## config.mk

```make
export PLATFORM = sky130hd
export DESIGN_NAME = ov7670_reg_init_flat
export DESIGN_NICKNAME = d
export VERILOG_FILES = /design/src/rtl/ov7670_reg_init_if.sv /design/src/rtl/ov7670_reg_init.sv /design/src/flat_wrapper.sv
export SDC_FILE = /design/constraint.sdc
export NUM_CORES = 1
export LEC_CHECK = 0
export CAP_MARGIN = 20
export CORE_MARGIN = 1
export CORE_UTILIZATION = 30
export DETAILED_ROUTE_END_ITERATION = 6
export PLACE_DENSITY = 0.57
export REMOVE_ABC_BUFFERS = 1
export SETUP_SLACK_MARGIN = 0.02
export SLEW_MARGIN = 0
export SYNTH_ARGS = -nofsm -noshare
export SYNTH_HDL_FRONTEND = slang
export SYNTH_SLANG_ARGS = --single-unit
export TNS_END_PERCENT = 5
```

## constraint.sdc

```tcl
create_clock -name sclk -period 5.6 [get_ports sclk]
set_input_delay 1.12 -clock sclk [delete_from_list [all_inputs] [get_ports sclk]]
set_output_delay 1.12 -clock sclk [all_outputs]
set_load 0.02 [all_outputs]
```

## src/rtl/ov7670_reg_init_if.sv

```systemverilog
// Write-request bus between the OV7670 register sequencer (master) and the SCCB serialiser (slave).
interface ov7670_reg_init_if;
    logic       write_en;
    logic [7:0] sccb_addr;
    logic [7:0] sccb_data;
    logic       data_finish;

    modport master (
        output write_en,
        output sccb_addr,
        output sccb_data,
        input  data_finish
    );

    modport slave (
        input  write_en,
        input  sccb_addr,
        input  sccb_data,
        output data_finish
    );
endinterface

```

## src/rtl/ov7670_reg_init.sv

```systemverilog
// OV7670 register-initialisation sequencer: walks a fixed table, one SCCB write per entry.
// Define REG_INIT_TIMEOUT_EN to add a 65535-cycle watchdog on the SCCB acknowledge.
module ov7670_reg_init #(
    parameter int POWERUP_WAIT  = 1000,
    parameter int SOFT_RST_WAIT = 5000,
    parameter int GAP_CYCLES    = 16,
    parameter int REG_NUM       = 8
) (
    input  logic                      sclk,
    input  logic                      rst,
    input  logic                      start,
    ov7670_reg_init_if.master         bus,
    output logic [7:0]                reg_index,
    output logic                      busy,
    output logic                      init_done,
    output logic                      timeout_err
);

    typedef enum logic [2:0] {
        PWR_WAIT,
        LOAD,
        WRITE,
        WAIT_ACK,
        RST_WAIT,
        GAP,
        ADVANCE,
        DONE
    } state_t;

    // A wait of 0 cycles behaves as a 1-cycle wait.
    function automatic logic [19:0] last_count(input int cycles);
        return (cycles <= 1) ? 20'd0 : 20'(cycles - 1);
    endfunction

    localparam logic [19:0] PWR_LAST = last_count(POWERUP_WAIT);
    localparam logic [19:0] RST_LAST = last_count(SOFT_RST_WAIT);
    localparam logic [19:0] GAP_LAST = last_count(GAP_CYCLES);
    localparam logic [7:0]  LAST_IDX = 8'(REG_NUM - 1);

`ifdef REG_INIT_TIMEOUT_EN
    localparam logic [19:0] WDOG_LAST = 20'd65534;
`endif

    // NOTE: the table is a constant case function, so it maps to logic with no storage to reset.
    function automatic logic [15:0] table_entry(input logic [7:0] idx);
        case (idx)
            8'd0:    return 16'h1280;
            8'd1:    return 16'h1204;
            8'd2:    return 16'h40D0;
            8'd3:    return 16'h1101;
            8'd4:    return 16'h0C00;
            8'd5:    return 16'h3E00;
            8'd6:    return 16'h8C00;
            8'd7:    return 16'h0400;
            default: return 16'h0000;
        endcase
    endfunction

    state_t      state;
    logic [19:0] cnt;
    logic        ack_seen;

`ifdef REG_INIT_TIMEOUT_EN
    logic timeout_q;
    assign timeout_err = timeout_q;
    assign ack_seen    = bus.data_finish || (cnt == WDOG_LAST);
`else
    assign timeout_err = 1'b0;
    assign ack_seen    = bus.data_finish;
`endif

    // NOTE: all state is updated with non-blocking assignments so every branch sees pre-edge values.
    always_ff @(posedge sclk) begin
        if (rst) begin
            state         <= PWR_WAIT;
            bus.write_en  <= 1'b0;
            bus.sccb_addr <= 8'h00;
            bus.sccb_data <= 8'h00;
            reg_index     <= 8'd0;
            busy          <= 1'b1;
            init_done     <= 1'b0;
            cnt           <= 20'd0;
`ifdef REG_INIT_TIMEOUT_EN
            timeout_q     <= 1'b0;
`endif
        end else begin
            bus.write_en <= 1'b0;
            case (state)
                PWR_WAIT: begin
                    if (cnt == PWR_LAST) begin
                        state <= LOAD;
                    end else begin
                        cnt <= cnt + 20'd1;
                    end
                end
                LOAD: begin
                    {bus.sccb_addr, bus.sccb_data} <= table_entry(reg_index);
                    bus.write_en                   <= 1'b1;
                    state                          <= WRITE;
                end
                WRITE: begin
                    cnt   <= 20'd0;
                    state <= WAIT_ACK;
                end
                WAIT_ACK: begin
                    if (ack_seen) begin
`ifdef REG_INIT_TIMEOUT_EN
                        if (!bus.data_finish) begin
                            timeout_q <= 1'b1;
                        end
`endif
                        cnt   <= 20'd0;
                        state <= (reg_index == 8'd0) ? RST_WAIT : GAP;
                    end else begin
                        cnt <= cnt + 20'd1;
                    end
                end
                RST_WAIT: begin
                    if (cnt == RST_LAST) begin
                        state <= ADVANCE;
                    end else begin
                        cnt <= cnt + 20'd1;
                    end
                end
                GAP: begin
                    if (cnt == GAP_LAST) begin
                        state <= ADVANCE;
                    end else begin
                        cnt <= cnt + 20'd1;
                    end
                end
                ADVANCE: begin
                    if (reg_index == LAST_IDX) begin
                        busy      <= 1'b0;
                        init_done <= 1'b1;
                        state     <= DONE;
                    end else begin
                        reg_index <= reg_index + 8'd1;
                        state     <= LOAD;
                    end
                end
                DONE: begin
                    if (start) begin
                        reg_index <= 8'd0;
                        busy      <= 1'b1;
                        init_done <= 1'b0;
                        state     <= LOAD;
                    end
                end
                default: state <= PWR_WAIT;
            endcase
        end
    end

endmodule

```

## src/flat_wrapper.sv

```systemverilog
// flat-port wrapper written by rule: the top's interface ports become plain ports
module ov7670_reg_init_flat 
#(
    parameter int POWERUP_WAIT  = 1000,
    parameter int SOFT_RST_WAIT = 5000,
    parameter int GAP_CYCLES    = 16,
    parameter int REG_NUM       = 8
)
  (sclk, rst, start, reg_index, busy, init_done, timeout_err, bus_write_en, bus_sccb_addr, bus_sccb_data, bus_data_finish);
  ov7670_reg_init_if bus_i ();
  input  logic sclk;
  input  logic rst;
  input  logic start;
  output logic [7:0] reg_index;
  output logic busy;
  output logic init_done;
  output logic timeout_err;
  output wire logic [$bits(bus_i.write_en)-1:0] bus_write_en;
  output wire logic [$bits(bus_i.sccb_addr)-1:0] bus_sccb_addr;
  output wire logic [$bits(bus_i.sccb_data)-1:0] bus_sccb_data;
  input wire logic [$bits(bus_i.data_finish)-1:0] bus_data_finish;
  assign bus_write_en = bus_i.write_en;
  assign bus_sccb_addr = bus_i.sccb_addr;
  assign bus_sccb_data = bus_i.sccb_data;
  assign bus_i.data_finish = bus_data_finish;
  ov7670_reg_init #(.POWERUP_WAIT(POWERUP_WAIT), .SOFT_RST_WAIT(SOFT_RST_WAIT), .GAP_CYCLES(GAP_CYCLES), .REG_NUM(REG_NUM)) u_core (.sclk(sclk), .rst(rst), .start(start), .bus(bus_i), .reg_index(reg_index), .busy(busy), .init_done(init_done), .timeout_err(timeout_err));
endmodule
```

==> results_dict.tcl <==
set metrics [dict create \
    overflow 0 \
    synth_cells 308 \
    cts.sinks 54 \
    power_frac_clock_pct 39.8 \
    hpwl_um 3490 \
    ys_ff_latch 54 \
    p_seq_share_pct 56.7 \
    htreeDepth 2 \
    p_per_area_mw_per_mm2 234 \
    synth_top_cells_by_count "dfxtp_1 (54), nor2_1 (44), nand2_1 (26), xor2_1 (22)" \
    dp_slack_ns 2.17 \
    cts_max_path_buffers 2 \
    fin_ws_ns 2.51 \
    final.setup_skew_ns 0.00560 \
    grt_pass1_wl_um 8630 \
    antenna_cells 0 \
    start_util_pct 31.7 \
    cp-startpoint "rst" \
    setup_tns_ns 0 \
    die_y_um 93.5 \
    numPortBuffers 27 \
    required_ns 5.79 \
    grt_max_degree 23 \
    slew_violations 0 \
    final_antenna_net_count 0 \
    numCtsBuffers 5 \
    rsz0062_at_grt "no" \
    viasPerCell 4.90 \
    syn_to_final_growth_pct 16.9 \
    async_flop_share_pct 0 \
    cp_max_fo 17 \
    tightest_slew_ns 0.724 \
    setup_violations 0 \
    fp.coreArea_mm2 0.00793 \
    pin_count 32 \
    synth_top_area_share_pct 43.1 \
    ys_top_cells_by_area "dfxtp_1 (43%), xor2_1 (7.7%), nor2_1 (6.6%), a21oi_1 (4.0%), o21ai_0 (4.0%)" \
    cts_tree "built" \
    worstSetupPathType "input pin to flop" \
    route.vias.total 2092 \
    post_cts_resized 0 \
    synth_edf_count 0 \
    maxSlewHeadroom_pct 51.7 \
    clkSlewWorstSetupHoldPaths_ns 0.10 \
    drive_above_1_share_pct 4.00 \
    antenna_found_initial 0 \
    cap_violations 0 \
    p_comb_share_pct 3.5 \
    dr.pass1.iters 4 \
    grtUsageTotal_pct 12.3 \
    yosysMostFrequentCell "dfxtp_1" \
    hold_violations 0 \
    hp-class "flop to flop" \
    finalWorstPathRequiredPeriod_ns 3.09 \
    drc 0 \
    final_nets 331 \
    ys_warn_count 0 \
    yosysSeqAreaShare_pct 43.1 \
    synthDistinctLibCells 45 \
    end_kind "flop" \
    die_area_mm2 0.00874 \
    place_congestion 0.783 \
    irDropWorstVdd_v 0.000120 \
    die_w_um 93.5 \
    drt_iter0_markers 74 \
    post-route-period-util_pct 55.2 \
    hold_buffers 0 \
    startpoint_type "input pin" \
    syn_avg_cell_area_um2 8.15 \
    clkLatencyLatePin_ns 0.31 \
    clockRootBuffer "clkbuf_8" \
    synthFlopType "dfxtp_1" \
    status "finished, final reports clean" \
    wire_per_inst_um 12.2 \
    hold_path_startpoint "u_core.bus.sccb_data[7]" \
    cp.arrival_ns 3.28 \
    p_leak_nw 1.03 \
    post_cts.repair.setup_buffers 0 \
    sw_frac_of_total_pct 22.6 \
    rows 32 \
    grt_pass1_vias 1879 \
    totalWireLength_um 5220 \
    synth_top_area_cell "dfxtp_1" \
    synth_area_mm2 0.00251 \
    reg2reg_from "u_core.state[0]" \
    fmax_mhz 324 \
    internal-power_mw 0.532 \
    p_switching_mw 0.156 \
]
[cell usage in the layout (no fill, tap or decap), drive strengths merged, types with 2 or more instances in the layout]
cell type      netlist  final
o211ai               3      3
o21ai               21     21
or3                  3      3
nand4                8      8
and3                 4      4
ha                   3      3
a21oi               20     20
o2111ai              2      2
xor2                22     22
a22oi                3      3
nor3                 9      9
inv                 10     11
clkdlybuf4s50        0     27
dfxtp               54     54
nand2               26     26
nand3               18     18
nor2                44     44
and4                 5      5
conb                 1      4
and2                 6      6
clkbuf              12      6
nor4                 3      3
[cell type report]
cell class | instances | area (µm²)
Clock buffer | 5 | 68.8
Clock inverter | 3 | 48.8
Inverter | 10 | 37.5
Sequential cell | 54 | 1080
Tap cell | 102 | 128
Multi-Input combinational cell | 224 | 1290
Fill cell | 840 | 4990
Timing Repair Buffer | 29 | 283
[final timing paths]
check	end	slack (ns)	depth (start not counted)
setup / recovery	flop	2.51	6
hold / removal	u_core.bus.sccb_data[7]	0.46	2
setup reg to reg	u_core.cnt[12]	3.08	6
hold reg to reg	u_core.bus.sccb_data[7]	0.46	2
[power by group through the flow]
stage	combinational (mW)	sequential, mW	clock, mW
2_1_floorplan	0.0120	0.400	0
3_3_place_gp	0.0244	0.399	0
3_5_place_dp	0.0244	0.399	0
4_1_cts	0.0245	0.390	0.287
5_1_grt	0.0275	0.391	0.304
6_report	0.0242	0.390	0.274
[kinds of logic (layout without fill, tap and decap cells)]
kind of cell	after synthesis	after routing	share of synthesized area, %
AO/OA/AOI/OAI	60	60	14.4
XOR/XNOR	23	23	8.03
adder cells (fa/ha/maj)	3	3	1.50
buffers and inverters	33	47	6.23
flip-flops	54	54	43.1
multiplexers	1	1	0.399
other	1	4	0.149
AND/OR/NAND/NOR	133	133	26.3
[critical path: stages]
cell             delay (ns)
clkdlybuf4s50_1        0.74
inv_1                  0.30
o21ai_0                0.30
or3_1                  0.52
inv_1                  0.19
a22oi_1                0.11
[routing by layer]
layer / wire length, µm / GRT usage [%]
met5: 0 / 0
met4: 64 / 3.85
met3: 200 / 2.52
met2: 2370 / 19.9
met1: 2580 / 16.3
[stage by stage]
stage	power, mW	utilization [%]	hold slack, ns	area, µm²	std cells
after floorplan	0.412	-	0.427	2400	288
after global placement	0.423	35.5	0.439	2810	418
after detailed placement	0.423	35.5	0.445	2810	418
after CTS	0.702	37.0	0.462	2930	426
after global routing	0.722	37.0	0.477	2940	427
final	0.688	37.0	0.460	2940	427
No activity file was read; power rests on OpenSTA's default activity.
